===== src/rtl/burst_read_master_wrap.sv =====
// Avalon-MM bursting read master: linear or circular-window reads into a show-ahead FIFO.
// Bursts never cross a MAXBURSTCOUNT-word boundary or the wrap end, and requests are credit-gated.
module burst_read_master_wrap #(
    parameter int DATAWIDTH       = 32,
    parameter int BYTEENABLEWIDTH = 4,
    parameter int ADDRESSWIDTH    = 32,
    parameter int MAXBURSTCOUNT   = 8,
    parameter int BURSTCOUNTWIDTH = 4,
    parameter int FIFODEPTH       = 64,
    parameter int FIFODEPTH_LOG2  = 6
) (
    input  logic                       clk,
    input  logic                       reset_n,
    input  logic                       control_go,
    input  logic                       control_abort,
    input  logic [ADDRESSWIDTH-1:0]    control_read_base,
    input  logic [ADDRESSWIDTH-1:0]    control_read_length,
    input  logic                       control_wrap_enable,
    input  logic [ADDRESSWIDTH-1:0]    control_wrap_base,
    input  logic [ADDRESSWIDTH-1:0]    control_wrap_size,
    output logic                       control_busy,
    output logic                       control_done,
    output logic                       control_error,
    input  logic                       user_read_buffer,
    output logic [DATAWIDTH-1:0]       user_buffer_data,
    output logic                       user_data_available,
    output logic [ADDRESSWIDTH-1:0]    master_address,
    output logic                       master_read,
    output logic [BYTEENABLEWIDTH-1:0] master_byteenable,
    output logic [BURSTCOUNTWIDTH-1:0] master_burstcount,
    input  logic [DATAWIDTH-1:0]       master_readdata,
    input  logic                       master_readdatavalid,
    input  logic                       master_waitrequest
);
    localparam int LOG2BE = $clog2(BYTEENABLEWIDTH);
    localparam int PW     = FIFODEPTH_LOG2 + 1;
    localparam logic [ADDRESSWIDTH-1:0] WORD_MASK  = ADDRESSWIDTH'(BYTEENABLEWIDTH - 1);
    localparam logic [ADDRESSWIDTH-1:0] ALIGN_MASK = ADDRESSWIDTH'(MAXBURSTCOUNT * BYTEENABLEWIDTH - 1);
    localparam logic [ADDRESSWIDTH-1:0] BURST_MASK = ADDRESSWIDTH'(MAXBURSTCOUNT - 1);

    typedef enum logic [1:0] {IDLE, RUN, DRAIN} state_t;
    state_t state;

    logic [ADDRESSWIDTH-1:0]    address, remaining, wrap_base_q, wrap_end_q;
    logic                       wrap_en_q, aborted, abort_req, read_q, done_q, error_q;
    logic [BURSTCOUNTWIDTH-1:0] burst_q;
    logic [PW-1:0]              pending, pending_nxt, fifo_used;
    logic [FIFODEPTH_LOG2-1:0]  wr_ptr, rd_ptr;
    logic [DATAWIDTH-1:0]       mem [FIFODEPTH];

    logic [ADDRESSWIDTH-1:0] to_bound, rem_words, wrap_words, burst_words;
    logic [ADDRESSWIDTH-1:0] burst_bytes, next_addr, wrap_end_go;
    logic accept, stalled, abort_seen, beat_ok, fifo_wr, fifo_rd, flush, credit_ok, go_err;

    // Next burst length: min of words to the aligned boundary, words left, words to wrap end.
    always_comb begin
        to_bound    = ADDRESSWIDTH'(MAXBURSTCOUNT) - ((address >> LOG2BE) & BURST_MASK);
        rem_words   = remaining >> LOG2BE;
        wrap_words  = (wrap_end_q - address) >> LOG2BE;
        burst_words = to_bound;
        if (rem_words < burst_words)
            burst_words = rem_words;
        if (wrap_en_q && (wrap_words < burst_words))
            burst_words = wrap_words;
    end

    always_comb begin
        burst_bytes = ADDRESSWIDTH'(burst_q) << LOG2BE;
        next_addr   = address + burst_bytes;
        if (wrap_en_q && (next_addr == wrap_end_q))
            next_addr = wrap_base_q;
    end

    always_comb begin
        wrap_end_go = control_wrap_base + control_wrap_size;
        go_err = (|(control_read_base & WORD_MASK)) | (|(control_read_length & WORD_MASK));
        if (control_wrap_enable)
            go_err = go_err | (control_wrap_size == '0)
                            | (|(control_wrap_size & ALIGN_MASK))
                            | (|(control_wrap_base & ALIGN_MASK))
                            | (control_read_base < control_wrap_base)
                            | (control_read_base >= wrap_end_go);
    end

    assign accept      = read_q & ~master_waitrequest;
    assign stalled     = read_q & master_waitrequest;
    assign abort_seen  = control_abort | abort_req;
    assign beat_ok     = master_readdatavalid & (pending != '0);
    assign pending_nxt = pending + (accept ? PW'(burst_q) : PW'(0)) - (beat_ok ? PW'(1) : PW'(0));
    // Outstanding beats plus stored words plus the new burst must fit: the FIFO cannot overflow.
    assign credit_ok   = (ADDRESSWIDTH'(pending) + ADDRESSWIDTH'(fifo_used) + burst_words)
                         <= ADDRESSWIDTH'(FIFODEPTH);
    assign fifo_wr     = beat_ok & ~aborted & (state != IDLE);
    assign fifo_rd     = user_read_buffer & (fifo_used != '0);
    assign flush       = (state == DRAIN) & aborted & (pending_nxt == '0);

    always_ff @(posedge clk or negedge reset_n) begin
        if (!reset_n) begin
            state       <= IDLE;
            address     <= '0;
            remaining   <= '0;
            wrap_base_q <= '0;
            wrap_end_q  <= '0;
            wrap_en_q   <= 1'b0;
            aborted     <= 1'b0;
            abort_req   <= 1'b0;
            read_q      <= 1'b0;
            burst_q     <= '0;
            done_q      <= 1'b0;
            error_q     <= 1'b0;
            pending     <= '0;
        end else begin
            done_q  <= 1'b0;
            pending <= pending_nxt;
            case (state)
                IDLE: if (control_go) begin
                    error_q     <= go_err;
                    abort_req   <= 1'b0;
                    aborted     <= 1'b0;
                    address     <= control_read_base;
                    remaining   <= control_read_length;
                    wrap_en_q   <= control_wrap_enable;
                    wrap_base_q <= control_wrap_base;
                    wrap_end_q  <= wrap_end_go;
                    if (go_err || (control_read_length == '0))
                        done_q <= 1'b1;
                    else
                        state <= RUN;
                end
                RUN: begin
                    if (accept) begin
                        read_q    <= 1'b0;
                        address   <= next_addr;
                        remaining <= remaining - burst_bytes;
                    end
                    // A stalled request must hold, so an abort is remembered until it is accepted.
                    if (stalled)
                        abort_req <= abort_seen;
                    else if (abort_seen) begin
                        state     <= DRAIN;
                        aborted   <= 1'b1;
                        abort_req <= 1'b0;
                    end else if (accept && (remaining == burst_bytes))
                        state <= DRAIN;
                    else if (!read_q && credit_ok) begin
                        read_q  <= 1'b1;
                        burst_q <= burst_words[BURSTCOUNTWIDTH-1:0];
                    end
                end
                DRAIN: if (pending_nxt == '0) begin
                    state   <= IDLE;
                    done_q  <= 1'b1;
                    aborted <= 1'b0;
                end
                default: state <= IDLE;
            endcase
        end
    end

    always_ff @(posedge clk or negedge reset_n) begin
        if (!reset_n) begin
            wr_ptr    <= '0;
            rd_ptr    <= '0;
            fifo_used <= '0;
        end else if (flush) begin
            wr_ptr    <= '0;
            rd_ptr    <= '0;
            fifo_used <= '0;
        end else begin
            if (fifo_wr)
                wr_ptr <= wr_ptr + 1'b1;
            if (fifo_rd)
                rd_ptr <= rd_ptr + 1'b1;
            fifo_used <= fifo_used + PW'(fifo_wr) - PW'(fifo_rd);
        end
    end

    always_ff @(posedge clk) begin
        if (fifo_wr)
            mem[wr_ptr] <= master_readdata;
    end

    assign control_busy        = (state != IDLE);
    assign control_done        = done_q;
    assign control_error       = error_q;
    assign user_data_available = (fifo_used != '0);
    assign user_buffer_data    = user_data_available ? mem[rd_ptr] : '0;
    assign master_address      = address;
    assign master_read         = read_q;
    assign master_byteenable   = '1;
    assign master_burstcount   = burst_q;
endmodule

===== config.mk =====
export PLATFORM = sky130hd
export DESIGN_NAME = burst_read_master_wrap
export DESIGN_NICKNAME = d
export VERILOG_FILES = /design/src/rtl/burst_read_master_wrap.sv
export SDC_FILE = /design/constraint.sdc
export NUM_CORES = 2
export LEC_CHECK = 0
export CELL_PAD_IN_SITES_DETAIL_PLACEMENT = 0
export CELL_PAD_IN_SITES_GLOBAL_PLACEMENT = 1
export CORE_UTILIZATION = 50
export DETAILED_ROUTE_END_ITERATION = 6
export DONT_BUFFER_PORTS = 1
export PLACE_DENSITY = 0.84
export SLEW_MARGIN = 0
export SYNTH_ARGS = -nofsm -noshare
export SYNTH_HDL_FRONTEND = slang
export SYNTH_SLANG_ARGS = --single-unit
export TNS_END_PERCENT = 5

===== constraint.sdc =====
create_clock -name clk -period 17.6 [get_ports clk]
set_input_delay 3.52 -clock clk [delete_from_list [all_inputs] [get_ports clk]]
set_output_delay 3.52 -clock clk [all_outputs]
set_load 0.05 [all_outputs]

==> summary.txt <==
outcome: finished clean
min-delay src: wrap_base_q[2]$_DFFE_PN0P_
GRT busiest layer: met2
Synth area leaders: edfxtp_1 66%, mux4_2 16%, dfrtp_1 4.4%
sequential share of power: 37.7%
register area share after synthesis: 70.1%
Avg Vias per Cell: 6.46
Worst Path Max Fanout: 93
HPWL Detailed: 140 mm
Synth Instances: 4928
Pint: 11.1 mW
Antenna Nets Post-Route: 0
cell taking the most area after synthesis: edfxtp_1
final worst slack: 7470 ps
FF-to-FF End: master_burstcount[0]$_DFFE_PN0P_
Hold Path Stages: 2
Yosys top cell area share: 65.7%
DR vias: 49.7k
GR Util All Layers: 26.0%
Remaining DRCs: 0
First-pass DRT Iterations: 6
drt wl/cell: 32.3 um
Post-synth ARST share: 7.50%
Comb pwr share: 36.8%
Clock Tree Buf Depth: 3
antenna violations before repair: 21
# hold bufs at CTS: 0
post-place instance area: 0.0972 mm2
Synth Area in Compound Gates: 4.04%
largest net degree at the start of global routing: 167
nets: 5398
Worst Hold Class: reg2reg
Post-synth EDFFs: 2048
Hold Path End: wrap_base_q[2]$_DFFE_PN0P_
Root Buffer: clkbuf_16
CP required: 14080 ps
CTS HTree Levels: 4
Mapped Area: 0.0936 mm2
Final Wtd Congestion: 0.917
Synth Register Bits: 2214
post-synthesis cell type count: 91
Skew-Pair Late Insertion Delay: 880 ps
pwr dens: 167 mW/mm2
RR Startpoint: master_address[14]$_DFFE_PN0P_
I/O pins: 245
clock power share: 25.5%
Initial Utilization: 50.4%
Detailed Route Iter0 Violations: 5876
Post-synth top cells: 2048 x edfxtp_1, 672 x mux4_2, 195 x ha_1
switch share: 36.1%
leakage power: 34.1 nW
overall die height: 435 um
largest family of logic cells by synthesized area: multiplexers
Core Rows: 158
Synth Area in XOR/XNOR: 1.19%
setup TNS: 0 ps
Max-slew headroom: 12.8%
Resized cells post-CTS: 0
Final period util: 57.6%
Clock Pin Slew Worst Setup and Hold Paths: 60 ps
met2 GRT Util: 43.9%
Overflow after GRT: 0
total die area: 0.189 mm2
CTS tree: done
postcts setup bufs: 0
Layout Utilization: 56.0%
share of cells above drive strength 1: 22.7%
Fmax achieved: 98.7 MHz
Max rail drop VDD: 0.176 mV
final slew viol count: 0
final instance area: 0.104 mm2
core area: 0.186 mm2
Buffers on Ports: 0
flop2flop setup slack: 7530 ps
Non-Filler Instances: 7696
cell count after placement: 7294
Num CTS Buffers: 206
GRT met3 Usage: 5.52%
warnings from Yosys: 0
RSZ-0062 raised after global routing: false
worst-case reg-to-reg path depth: 34
syn avg cell area: 19.0 um2
maxcap violations: 0
GR Util met1: 32.8%
total clock sinks: 2214
CP Data Arrival Time: 6610 ps
Synth-to-Final Area Change: 11.0%
most frequent cell after synthesis: edfxtp_1
vias in the first global route: 50.7k
hold slack: 476 ps
Synth Flop Type: edfxtp_1
adder-cell share of the synthesized area: 2.88%
floorplan die width: 435 um
post-synthesis simple-gate area fraction: 3.64%
clock skew: 86.8 ps
pre-CTS setup slack: 7670 ps
worst slew pin tran: 1300 ps
post-synthesis mux area share: 16.5%
Switch Pwr: 6.28 mW
drt total wl: 248 mm
Setup CP Type: reg2out
first-pass GRT wire length: 354 mm
Period minus WS final: 10130 ps
CP Capture Type: output port
crit start category: register
endpoints failing hold: 0
final setup vio count: 0
overall power: 17.4 mW
[final cells by class]
| type | count | area, um2 |
|---|---|---|
| timing repair buffer | 93 | 748 |
| inverter | 146 | 548 |
| clock inverter | 137 | 1360 |
| clock buffer | 248 | 5330 |
| fill | 13400 | 81700 |
| multi-input combinational | 2361 | 27100 |
| sequential | 2214 | 65700 |
| antenna | 17 | 42.5 |
| tap | 2480 | 3100 |
[cell usage in the layout, fill, tap and decap left out, types with 23 or more instances in the layout]
| cell type | count |
|---|---|
| dfrtp_1 | 160 |
| inv_1 | 144 |
| a21o_1 | 58 |
| mux2i_1 | 23 |
| mux4_2 | 672 |
| nor3_1 | 46 |
| nand4_1 | 44 |
| clkbuf_16 | 206 |
| a21boi_0 | 23 |
| xor2_1 | 39 |
| ha_1 | 195 |
| buf_4 | 89 |
| edfxtp_1 | 2048 |
| clkinv_1 | 42 |
| o21a_1 | 24 |
| o21ai_0 | 187 |
| nand3_1 | 34 |
| and2_1 | 46 |
| clkinv_2 | 47 |
| nor4_1 | 41 |
| conb_1 | 30 |
| nor2_1 | 100 |
| a21oi_1 | 164 |
| nand2_1 | 192 |
| clkbuf_1 | 40 |
| nor2_4 | 64 |
| xnor2_1 | 88 |
[power groups by stage]
stage	combinational [mW]	clock, mW	sequential [mW]
after floorplan	4.71	0	6.43
after global placement	6.21	0	6.65
after detailed placement	6.28	0	6.67
after CTS	6.39	4.47	6.56
after global routing	6.82	4.66	6.60
final	6.40	4.44	6.57
[flip-flops by register name, summed over array words and instances (netlist names), 7 cells and up]
name            cells
fifo_used           7
master_address     32
mem              2048
pending             7
remaining          32
wrap_base_q        32
wrap_end_q         32
[routing by layer]
metal | vias to the layer above | share of wire (%) | wire [um]
met5 | - | 0.017 | 42
met4 | 6 | 4.2 | 10400
met3 | 525 | 9.5 | 23500
met2 | 2942 | 51 | 126000
met1 | 25900 | 36 | 88700
li1 | 20300 | - | -
[worst max-delay path by stage]
stage / startpoint / endpoint / slack, ps
6_report: rd_ptr[0]$_DFFE_PN0P_ / user_buffer_data[26] / 7470
4_1_cts: rd_ptr[0]$_DFFE_PN0P_ / user_buffer_data[2] / 7250
3_3_place_gp: master_address[14]$_DFFE_PN0P_ / master_burstcount[2]$_DFFE_PN0P_ / 7760
2_1_floorplan: master_address[6]$_DFFE_PN0P_ / master_burstcount[1]$_DFFE_PN0P_ / 8880
3_5_place_dp: master_address[12]$_DFFE_PN0P_ / master_burstcount[2]$_DFFE_PN0P_ / 7670
5_1_grt: master_address[14]$_DFFE_PN0P_ / master_burstcount[0]$_DFFE_PN0P_ / 6790
[kinds of logic after synthesis]
kind of cell               count (synthesis)
AOI/OAI and AO/OA                        607
xor gates and xnor gates                 127
adders and majority gates                208
buffers and inverters                    382
DFF                                     2214
muxes                                    704
other                                      1
and+or+nand+nor                          685
[critical path: stages (launching register included)]
cell,delay [ps]
dfrtp_4,1030
buf_4,900
buf_12,630
buf_4,910
mux4_2,620
mux4_2,560
mux4_2,590
and2_1,380
Power figures use the tool's default switching activity.
